<file path="config.mk">
export PLATFORM = sky130hd
export DESIGN_NAME = spatz_vfu_req_queue
export DESIGN_NICKNAME = d
export VERILOG_FILES = /design/src/rtl/spatz_pkg.sv /design/src/rtl/spatz_vfu_hazard_check.sv /design/src/rtl/spatz_vfu_req_queue.sv
export SDC_FILE = /design/constraint.sdc
export NUM_CORES = 1
export LEC_CHECK = 0
export CAP_MARGIN = 20
export CORE_MARGIN = 2
export CORE_UTILIZATION = 45
export DETAILED_ROUTE_END_ITERATION = 10
export PLACE_DENSITY = 0.68
export SYNTH_ARGS = -nofsm -noshare
export SYNTH_HDL_FRONTEND = slang
export SYNTH_SLANG_ARGS = --single-unit
</file>
<file path="constraint.sdc">
create_clock -name clk_i -period 3.84 [get_ports clk_i]
set_input_delay 0.768 -clock clk_i [delete_from_list [all_inputs] [get_ports clk_i]]
set_output_delay 0.768 -clock clk_i [all_outputs]
set_load 0.05 [all_outputs]
</file>
<file path="src/rtl/spatz_pkg.sv">
`default_nettype none
// ============================================================================
//  Module      : spatz_pkg
//  Description : Shared Spatz types: execution-unit enum, vector register
//                index type and the controller request structure.
//  Revision    : 1.0 - initial release
// ============================================================================
package spatz_pkg;

    localparam int unsigned NRVREGS = 32;

    typedef enum logic [1:0] {
        VFU  = 2'd0,
        LSU  = 2'd1,
        SLDU = 2'd2,
        NONE = 2'd3
    } ex_unit_e;

    typedef logic [$clog2(NRVREGS)-1:0] vreg_t;
    typedef logic [15:0]                vlen_t;

    typedef struct packed {
        ex_unit_e    ex_unit;
        logic [7:0]  op;
        vlen_t       vl;
        vreg_t       vd;
        vreg_t       vs1;
        vreg_t       vs2;
        logic        use_vd;
        logic        use_vs1;
        logic        use_vs2;
        logic        vd_is_src;
    } spatz_req_t;

endpackage
`default_nettype wire

</file>
<file path="src/rtl/spatz_vfu_hazard_check.sv">
`default_nettype none
// ============================================================================
//  Module      : spatz_vfu_hazard_check
//  Description : Combinational RAW check of a request's source registers
//                (vs1, vs2, and vd when it is also read) against the vector
//                register currently being written by the in-flight VFU op.
//  Ports       : inflight_i/inflight_vd_i - in-flight tracker state
//                vs1_i/vs2_i/vd_i, use_*_i, vd_is_src_i - request operands
//                hazard_o - request reads the in-flight destination
//  Revision    : 1.0 - initial release
// ============================================================================
module spatz_vfu_hazard_check
    import spatz_pkg::*;
#(
    parameter int unsigned NrVregs = 32,
    localparam int unsigned VREG_W = $clog2(NrVregs)
) (
    input  logic              inflight_i,
    input  logic [VREG_W-1:0] inflight_vd_i,
    input  vreg_t             vs1_i,
    input  vreg_t             vs2_i,
    input  vreg_t             vd_i,
    input  logic              use_vs1_i,
    input  logic              use_vs2_i,
    input  logic              vd_is_src_i,
    output logic              hazard_o
);

    logic w_vs1_hit;
    logic w_vs2_hit;
    logic w_vd_hit;

    assign w_vs1_hit = use_vs1_i   && (vs1_i[VREG_W-1:0] == inflight_vd_i);
    assign w_vs2_hit = use_vs2_i   && (vs2_i[VREG_W-1:0] == inflight_vd_i);
    assign w_vd_hit  = vd_is_src_i && (vd_i[VREG_W-1:0]  == inflight_vd_i);

    assign hazard_o = inflight_i && (w_vs1_hit || w_vs2_hit || w_vd_hit);

endmodule
`default_nettype wire

</file>
<file path="src/rtl/spatz_vfu_req_queue.sv">
`default_nettype none
// ============================================================================
//  Module      : spatz_vfu_req_queue
//  Description : In-order request queue from the Spatz controller to the VFU.
//                Filters VFU-bound requests, retires vl==0 requests without
//                issue, and stalls the head on a RAW hazard against the VFU's
//                in-flight destination register.
//  Config      : SPATZ_VFU_REQ_BYPASS_EN - empty-queue push is presented to
//                the VFU in the same cycle (combinational req -> vfu path).
//  Ports       : clk_i, rst_i (sync, active-high)
//                req_i/req_valid_i/req_ready_o       - controller side
//                vfu_req_o/vfu_req_valid_o/vfu_req_ready_i - VFU side
//                vfu_done_i - VFU finished writing its destination
//                usage_o    - occupancy, hazard_o - head stalled on RAW
//  Revision    : 1.0 - initial release
// ============================================================================
module spatz_vfu_req_queue
    import spatz_pkg::*;
#(
    parameter int unsigned DEPTH   = 4,
    parameter int unsigned NrVregs = 32
) (
    input  logic                     clk_i,
    input  logic                     rst_i,
    input  spatz_req_t               req_i,
    input  logic                     req_valid_i,
    output logic                     req_ready_o,
    output spatz_req_t               vfu_req_o,
    output logic                     vfu_req_valid_o,
    input  logic                     vfu_req_ready_i,
    input  logic                     vfu_done_i,
    output logic [$clog2(DEPTH):0]   usage_o,
    output logic                     hazard_o
);

    localparam int unsigned PTR_W  = $clog2(DEPTH);
    localparam int unsigned CNT_W  = PTR_W + 1;
    localparam int unsigned VREG_W = $clog2(NrVregs);

    // ex_unit is implied by residency in this queue, so it is not stored.
    typedef struct packed {
        logic [7:0] op;
        vlen_t      vl;
        vreg_t      vd;
        vreg_t      vs1;
        vreg_t      vs2;
        logic       use_vd;
        logic       use_vs1;
        logic       use_vs2;
        logic       vd_is_src;
    } entry_t;

    function automatic entry_t to_entry(input spatz_req_t r);
        entry_t e;
        e.op        = r.op;
        e.vl        = r.vl;
        e.vd        = r.vd;
        e.vs1       = r.vs1;
        e.vs2       = r.vs2;
        e.use_vd    = r.use_vd;
        e.use_vs1   = r.use_vs1;
        e.use_vs2   = r.use_vs2;
        e.vd_is_src = r.vd_is_src;
        return e;
    endfunction

    function automatic spatz_req_t from_entry(input entry_t e);
        spatz_req_t r;
        r.ex_unit   = VFU;
        r.op        = e.op;
        r.vl        = e.vl;
        r.vd        = e.vd;
        r.vs1       = e.vs1;
        r.vs2       = e.vs2;
        r.use_vd    = e.use_vd;
        r.use_vs1   = e.use_vs1;
        r.use_vs2   = e.use_vs2;
        r.vd_is_src = e.vd_is_src;
        return r;
    endfunction

    entry_t              mem_q [DEPTH];
    logic [PTR_W-1:0]    rptr_q, rptr_d;
    logic [PTR_W-1:0]    wptr_q, wptr_d;
    logic [CNT_W-1:0]    usage_q, usage_d;
    logic                inflight_q, inflight_d;
    logic [VREG_W-1:0]   inflight_vd_q, inflight_vd_d;

    logic       w_empty;
    logic       w_full;
    logic       w_push;
    logic       w_write;
    logic       w_pop;
    logic       w_issue;
    logic       w_bypass;
    logic       w_head_zero;
    logic       w_head_hazard;
    logic       w_head_valid;
    spatz_req_t w_head_req;

    assign w_empty     = (usage_q == '0);
    assign w_full      = (usage_q == CNT_W'(DEPTH));
    assign req_ready_o = !w_full;
    assign w_push      = req_valid_i && !w_full && (req_i.ex_unit == VFU);

    assign w_head_req  = from_entry(mem_q[rptr_q]);
    assign w_head_zero = (w_head_req.vl == '0);

    spatz_vfu_hazard_check #(
        .NrVregs (NrVregs)
    ) i_head_hazard (
        .inflight_i    (inflight_q),
        .inflight_vd_i (inflight_vd_q),
        .vs1_i         (w_head_req.vs1),
        .vs2_i         (w_head_req.vs2),
        .vd_i          (w_head_req.vd),
        .use_vs1_i     (w_head_req.use_vs1),
        .use_vs2_i     (w_head_req.use_vs2),
        .vd_is_src_i   (w_head_req.vd_is_src),
        .hazard_o      (w_head_hazard)
    );

    assign w_head_valid = !w_empty && !w_head_zero && !w_head_hazard;
    assign hazard_o     = !w_empty && !w_head_zero && w_head_hazard;

`ifdef SPATZ_VFU_REQ_BYPASS_EN
    logic w_byp_hazard;

    spatz_vfu_hazard_check #(
        .NrVregs (NrVregs)
    ) i_byp_hazard (
        .inflight_i    (inflight_q),
        .inflight_vd_i (inflight_vd_q),
        .vs1_i         (req_i.vs1),
        .vs2_i         (req_i.vs2),
        .vd_i          (req_i.vd),
        .use_vs1_i     (req_i.use_vs1),
        .use_vs2_i     (req_i.use_vs2),
        .vd_is_src_i   (req_i.vd_is_src),
        .hazard_o      (w_byp_hazard)
    );

    assign w_bypass        = w_empty && w_push && (req_i.vl != '0) && !w_byp_hazard;
    assign vfu_req_o       = w_bypass ? req_i : w_head_req;
`else
    assign w_bypass        = 1'b0;
    assign vfu_req_o       = w_head_req;
`endif

    assign vfu_req_valid_o = w_head_valid || w_bypass;
    assign w_issue         = vfu_req_valid_o && vfu_req_ready_i;
    // Zero-length heads drain unconditionally; a bypassed request never
    // occupies the head, so pops only ever come from storage.
    assign w_pop           = !w_empty && (w_head_zero || (w_head_valid && vfu_req_ready_i));
    // A bypassed request accepted by the VFU is consumed without storage.
    assign w_write         = w_push && !(w_bypass && vfu_req_ready_i);

    always_comb begin
        rptr_d        = rptr_q;
        wptr_d        = wptr_q;
        usage_d       = usage_q;
        inflight_d    = inflight_q;
        inflight_vd_d = inflight_vd_q;

        if (w_write) wptr_d = wptr_q + PTR_W'(1);
        if (w_pop)   rptr_d = rptr_q + PTR_W'(1);

        case ({w_write, w_pop})
            2'b10:   usage_d = usage_q + CNT_W'(1);
            2'b01:   usage_d = usage_q - CNT_W'(1);
            default: usage_d = usage_q;
        endcase

        // A new issue takes precedence over a completing older op.
        if (w_issue && vfu_req_o.use_vd) begin
            inflight_d    = 1'b1;
            inflight_vd_d = vfu_req_o.vd[VREG_W-1:0];
        end else if (vfu_done_i) begin
            inflight_d    = 1'b0;
        end
    end

    always_ff @(posedge clk_i) begin
        if (rst_i) begin
            rptr_q        <= '0;
            wptr_q        <= '0;
            usage_q       <= '0;
            inflight_q    <= 1'b0;
            inflight_vd_q <= '0;
        end else begin
            rptr_q        <= rptr_d;
            wptr_q        <= wptr_d;
            usage_q       <= usage_d;
            inflight_q    <= inflight_d;
            inflight_vd_q <= inflight_vd_d;
        end
    end

    // Payload storage needs no reset: entries are only read while valid.
    always_ff @(posedge clk_i) begin
        if (w_write) mem_q[wptr_q] <= to_entry(req_i);
    end

    assign usage_o = usage_q;

endmodule
`default_nettype wire

</file>
==> results.tsv, run 1 <==
stage	metric	value	unit
placement	globalplace.congestion	0.7997	
sta	grt_setup_unrepaired	no	
logic_synthesis	mappedNetlistArea	0.007320	sq mm
global_route	globalRouteOverflowTotal	0	
detailed_routing	detail_route.vias_per_cell	5.218	
global_route	number_of_global_route_vias_before_repair	4015	
clock_network	library_cell_used_as_clock_root_buffer	clkbuf_16	
power	report.power.total	5.673	mW
detailed_routing	dr.pass1.iters	4	
power	share_comb_of_total_power	27.7	%
logic_synthesis	seq_area_frac_synth	74.67	%
detailed_routing	count_of_routing_violations_after_the_opening_detailed_route_iteration	271	
sta	finalMaxSlewViolations	0	
sta	finalWorstSetupSlack	0.2536	ns
setup_path	r2r_setup_slack	0.36	ns
clock_network	cts_buffers	17	
hold_path	hold_path.class	flop to flop	
setup_path	worstReg2RegEnd	usage_o[2]$_SDFFE_PP0P_	
sta	worst_pin_slew	0.6831	ns
floorplanning	coreArea	0.01589	sq mm
detailed_routing	remaining_antenna_violation_count_after_routing	0	
flow_run	number_of_max_cap_violations	0	
sta	post-route-min-period	3.586	ns
setup_path	endpoint_kind	primary output	
placement	placedCellCount	670	
floorplanning	die_y	131.5	um
power	psw	1.762	mW
clock_network	htree_num_levels	4	
clock_network	clkLatencyLatePin	0.43	ns
final_layout	layout.cells.most_common	edfxtp_1	
global_route	grt_antenna_before_repair	0	
power	power_per_cell_area	611.6	mW/mm^2
placement	portBuffers	98	
detailed_routing	remaining_drc_errors	0	
setup_path	timing.critical_path.required	3.07	ns
detailed_routing	via_count	3689	
power	share_seq_of_total_power	41.0	%
setup_path	startpoint_type	flop	
floorplanning	start_util	46.08	%
final_layout	layoutNonFillerInstCount	707	
power	switching_power_as_a_share_of_total_power	31.05	%
sta	fin_clk_skew	0.01965	ns
floorplanning	row_count	46	
hold_path	holdCritStartpoint	rptr_q[1]$_SDFFE_PP0P_	
logic_synthesis	synth_top_area_share	70.56	%
power	power.internal	3.911	mW
global_route	grt_pass1_wl	22510	um
sta	final_hold_viol_count	0	
logic_synthesis	synth_seq_cells	187	
setup_path	critical_path_class	flop to primary output	
setup_path	r2r_cells	12	
detailed_routing	totalWireLength	14310	um
clock_network	cts_tree	yes	
final_layout	post_route_cells_drive_above_1_share	21.18	%
logic_synthesis	yosys_cell_types	38	
power	ir_worst_vdd	345.7	uV
clock_network	tritoncts_num_sinks	187	
power	power.clock.fraction	31.3	%
logic_synthesis	synth_top_cell_by_area	edfxtp_1	
hold_path	hold-path-cell-count	2	
logic_synthesis	area_contributors_post_synth	edfxtp_1, mux4_2, dfxtp_1, mux2i_1, xnor2_1	
final_layout	area.growth.synth_to_final	26.72	%
final_layout	fillCellCount	1209	
setup_path	timing.critical_path.arrival	2.82	ns
final_layout	n_antenna_cell	0	
run_status	outcome	completed	
floorplanning	die-width	131.5	um
logic_synthesis	yosys_warnings	0	
sta	fmax	0.2788	GHz
final_layout	most-common-layout-cells	edfxtp_1, clkdlybuf4s50_1, mux4_2, clkbuf_16	
sta	tns	0	ns
final_layout	final_nets	534	
sta	finalSetupViolCount	0	
placement	post-dp-hpwl	9681	um
clock_network	largest_buffer_count_on_any_clock_path	2	
placement	detailedPlace.worstSlack	0.2692	ns
sta	slew-limit-headroom	54.32	%
global_route	grt_max_degree	28	
clock_network	worst_setup_hold_path_clk_slew	0.07	ns
floorplanning	design.die.area	0.01730	sq mm
global_route	grt_util_all_layers	17.48	%
floorplanning	io_pins	101	
logic_synthesis	synth_cells	361	
sta	fin_crit_share	93.40	%
logic_synthesis	synthesis.area_per_instance	20.28	sq um
power	static-leakage-power	2.948	nW
setup_path	path_max_fanout	11	
detailed_routing	routed_wire_length_per_instance	20.23	um
## sequential cells by signal, summed over array words and instances, names as in the netlist, named ones only
name	cells
rptr_q	2
wptr_q	2
inflight_q	1
mem_q	172
usage_o	3
inflight_vd_q	5
## layout make-up
| class | count | area, sq um | share of cell area, % |
|---|---|---|---|
| Inverter | 7 | 26.28 | 0.2833 |
| Multi-Input combinational cell | 148 | 1707 | 18.40 |
| Timing Repair Buffer | 117 | 1194 | 12.87 |
| Sequential cell | 187 | 5470 | 58.98 |
| Clock buffer | 17 | 425.4 | 4.587 |
| Tap cell | 216 | 270.3 | 2.914 |
| Clock inverter | 15 | 182.7 | 1.970 |
## kinds of logic after synthesis
family / Yosys count / share of synthesized area, %
AO/OA/AOI/OAI: 11 / 1.043
AND/OR/NAND/NOR: 56 / 4.205
XOR/XNOR: 19 / 2.274
other: 1 / 0.05123
adder cells (fa/ha/maj): 6 / 1.128
multiplexers: 54 / 14.22
flip-flops: 187 / 74.67
buffers and inverters: 27 / 2.410
## through the flow
stage | cell area [sq um] | hold slack [ns] | utilization, %
4_1_cts | 9229 | 0.5385 | 58.10
6_report | 9275 | 0.5359 | 58.39
3_5_place_dp | 8610 | 0.5277 | 54.20
2_1_floorplan | 7323 | 0.4935 | -
5_1_grt | 9275 | 0.5611 | 58.39
3_3_place_gp | 8610 | 0.4968 | 54.20
## how the worst max path moves through the flow
stage,end,slack (ns),cells after the start
floorplan,hazard_o,0.09,7
global placement,hazard_o,0.38,8
global route,hazard_o,0.08,8
finish,vfu_req_valid_o,0.25,7
detailed placement,hazard_o,0.27,8
CTS,vfu_req_valid_o,0.07,7
## cell usage after synthesis, drive strengths merged
cell type	number
a21oi	4
inv	7
nor4	5
clkbuf	4
fa	1
o221ai	1
buf	16
edfxtp	172
mux2i	14
a211oi	1
or3	2
nand2	3
nor2	14
nand3	3
nand4	2
xnor2	15
nor3b	1
nand2b	10
o21ba	1
xor2	4
nor2b	1
mux4	40
o31ai	1
and4	2
o21ai	2
and2	7
ha	5
dfxtp	15
o211ai	1
nor3	4
conb	1
and3	2
## per-layer routing
layer  vias up  wire [um]  track usage (%)
met3        19        978            5.980
met4         0        255            7.005
met1      1873       5830            21.21
met5         -          0                0
met2       127       7241            28.85
li1       1670          -                -
## timing repair
action                                 in CTS  in global routing
resized for setup                           2                  1
pin swaps                                   0                  1
buffers inserted                            0                  5
endpoints found under the hold margin       0                  0
hold buffers                                0                  0
setup endpoints to repair                   1                  2
## power groups by stage
stage | logic, mW | registers, mW | clock network, mW
3_3_place_gp | 1.51 | 2.39 | 0
4_1_cts | 1.53 | 2.35 | 1.82
6_report | 1.57 | 2.32 | 1.78
2_1_floorplan | 1.09 | 2.38 | 0
5_1_grt | 1.67 | 2.33 | 1.89
3_5_place_dp | 1.52 | 2.40 | 0
## worst max-delay path: stages (launching register included)
cell and delay (ns):
dfxtp_4 0.38, buf_4 0.22, mux4_2 0.57, nor4_1 0.40
and4_1 0.39, nor2_1 0.08, and2_1 0.16, buf_4 0.18
(Power assumes the default switching activity.)
==> run 2, diff against run 1 <==
- GPL_TIMING_DRIVEN: default -> 0
- MAX_ROUTING_LAYER: default -> met4
- clock period: 3.84 -> 4.25 ns (I/O delays scaled with it)
==> run 2 against run 1 <==
Non-clock buffer count increased by 4. Core utilization down 0.93 points. Sequential cell count unchanged. Global-route usage is 0.34 points higher. Hold slack lost 0.0030 ns. Largest power group unchanged. Clock-buffer cell count grew 5. Combinational power fell by 9%. Die area unchanged. Largest cell class unchanged. Register-to-register slack better by 0.17 ns. Clock skew fell by 0.015 ns. Clock power down 26%. Worst setup slack worse by 0.024 ns.
==> results.tsv, run 2 (synthesis results as in run 1) <==
stage	metric	value	unit	change
run_status	outcome	completed		
final_layout	fin_area	0.009128	sq mm	-1.6%
clock_network	worst_setup_hold_path_clk_slew	0.06	ns	about the same
clock_network	cts_tree	yes		
floorplanning	coreArea	0.01589	sq mm	unchanged
power	power_per_cell_area	530.1	mW/mm^2	-13%
final_layout	number_of_flip_flops_in_the_largest_register	172		unchanged
detailed_routing	wl_met2	7240	um	about the same
sta	finalWorstSetupSlack	0.2300	ns	-0.02361 ns
power	static-leakage-power	2.883	nW	-2.2%
placement	placed_area	0.008650	sq mm	+0.47%
floorplanning	io_pins	101		unchanged
floorplanning	die_y	131.5	um	unchanged
setup_path	critical_path_class	flop to primary output		
power	ir_worst_vdd	298.0	uV	-14%
sta	tns	0	ns	unchanged
global_route	grt_util_all_layers	17.82	%	+0.34 points
final_layout	final_core_utilization	57.46	%	-0.93 points
global_route	globalRouteOverflowTotal	0		unchanged
floorplanning	start_util	46.08	%	unchanged
sta	worst_pin_slew	0.6864	ns	+0.003226 ns
sta	post-route-min-period	4.020	ns	
final_layout	layout.cells.most_common	edfxtp_1		
detailed_routing	remaining_antenna_violation_count_after_routing	0		unchanged
setup_path	timing.critical_path.arrival	3.17	ns	+0.35 ns
setup_path	startpoint_type	flop		
placement	post-dp-hpwl	9590	um	-0.94%
final_layout	max_flop_register	mem_q		
global_route	grt_max_degree	33		+18%
sta	grt_setup_unrepaired	no		
power	report.power.total	4.838	mW	-15%
setup_path	timing.critical_path.required	3.40	ns	+0.33 ns
floorplanning	row_count	46		unchanged
clock_network	largest_buffer_count_on_any_clock_path	2		unchanged
detailed_routing	met3RoutedLength	678	um	-31%
detailed_routing	dr.pass1.iters	4		unchanged
final_layout	final_nets	538		+0.75%
sta	final_hold_viol_count	0		unchanged
detailed_routing	routed_wire_length_per_instance	20.45	um	+1.1%
clock_network	library_cell_used_as_clock_root_buffer	clkbuf_16		
clock_network	clkLatencyLatePin	0.42	ns	about the same
detailed_routing	top_signal_layer_used	met4		
sta	fmax	0.2488	GHz	
detailed_routing	totalWireLength	14460	um	+1.1%
global_route	grt_antenna_before_repair	0		unchanged
detailed_routing	via_count	3745		+1.5%
final_layout	area.growth.synth_to_final	24.70	%	
detailed_routing	detail_route.wirelength.met1	6327	um	+8.5%
floorplanning	die-width	131.5	um	unchanged
floorplanning	design.die.area	0.01730	sq mm	unchanged
global_route	number_of_global_route_vias_before_repair	3841		-4.3%
clock_network	tritoncts_num_sinks	187		unchanged
placement	portBuffers	97		-1.0%
clock_network	cts_buffers	17		unchanged
hold_path	hold_path.class	flop to flop		
detailed_routing	detail_route.vias_per_cell	5.297		+1.5%
clock_network	cts.hold.buffers_added	0		unchanged
setup_path	endpoint_kind	primary output		
sta	fin_clk_skew	0.004404	ns	-0.01525 ns
sta	fin_crit_share	94.59	%	
clock_network	cts_post_setup_buffers_inserted	0		unchanged
setup_path	path_max_fanout	10		-1
clock_network	htree_num_levels	4		unchanged
final_layout	fillCellCount	1237		+2.3%
sta	slew-limit-headroom	54.24	%	-0.072 points
flow_run	number_of_max_cap_violations	0		unchanged
sta	finalSetupViolCount	0		unchanged
placement	placedCellCount	679		+1.3%
sta	worst_hold_slack	0.5328	ns	-0.003036 ns
final_layout	most-common-layout-cells	edfxtp_1, clkdlybuf4s50_1, mux4_2, clkbuf_16		
detailed_routing	count_of_routing_violations_after_the_opening_detailed_route_iteration	255		-5.9%
detailed_routing	remaining_drc_errors	0		unchanged
final_layout	post_route_cells_drive_above_1_share	17.72	%	-3.5 points
global_route	grt_pass1_wl	22080	um	-1.9%
placement	detailedPlace.worstSlack	0.2016	ns	-0.06763 ns
final_layout	layoutNonFillerInstCount	707		unchanged
placement	globalplace.congestion	0.7785		-2.7%
final_layout	n_antenna_cell	0		unchanged
sta	finalMaxSlewViolations	0		unchanged
## run 2: layout make-up
| type | instances | area (sq um) | area share, % |
|---|---|---|---|
| Sequential cell | 187 | 5465 | 59.88 |
| Multi-Input combinational cell | 148 | 1693 | 18.55 |
| Timing Repair Buffer | 101 | 1049 | 11.49 |
| Clock buffer | 22 | 444.2 | 4.866 |
| Tap cell | 216 | 270.3 | 2.961 |
| Buffer | 20 | 152.6 | 1.672 |
| Clock inverter | 6 | 27.53 | 0.3016 |
| Inverter | 7 | 26.28 | 0.2879 |
## run 2: per-layer routing
layer / track usage [%] / up-vias
li1: - / 1672
met1: 23.12 / 1926
met2: 28.33 / 125
met3: 3.819 / 22
met4: 5.918 / 0
met5: - / -
## run 2: critical path, cell delays in order, from the launching register on
cell	delay, ns
dfxtp_1	0.31
buf_2	0.25
buf_4	0.28
buf_2	0.32
mux4_2	0.42
nand3_1	0.16
nor2_1	0.05
nor3_1	0.26
and2_1	0.17
dlygate4sd2_1	0.52
## run 2: path summary, 6_finish.rpt
path,cells after the start,slack [ns],endpoint,startpoint
worst max-delay path,9,0.23,vfu_req_valid_o,flop
worst min-delay path,2,0.53,flop,rptr_q[1]$_SDFFE_PP0P_
worst max register to register,13,0.53,usage_o[2]$_SDFFE_PP0P_,flop
worst min register to register,2,0.53,flop,rptr_q[1]$_SDFFE_PP0P_
## run 2: repair_timing
action,CTS,global route
setup endpoints to repair,2,1
gates cloned,0,0
gates resized for setup,4,2
## run 2: where the power goes
group / total [mW] / internal [mW] / switching [mW] / leakage [nW]
logic: 1.43 / 0.577 / 0.849 / 0.982
registers: 2.09 / 2.06 / 0.0325 / 1.68
clock network: 1.32 / 0.724 / 0.599 / 0.226
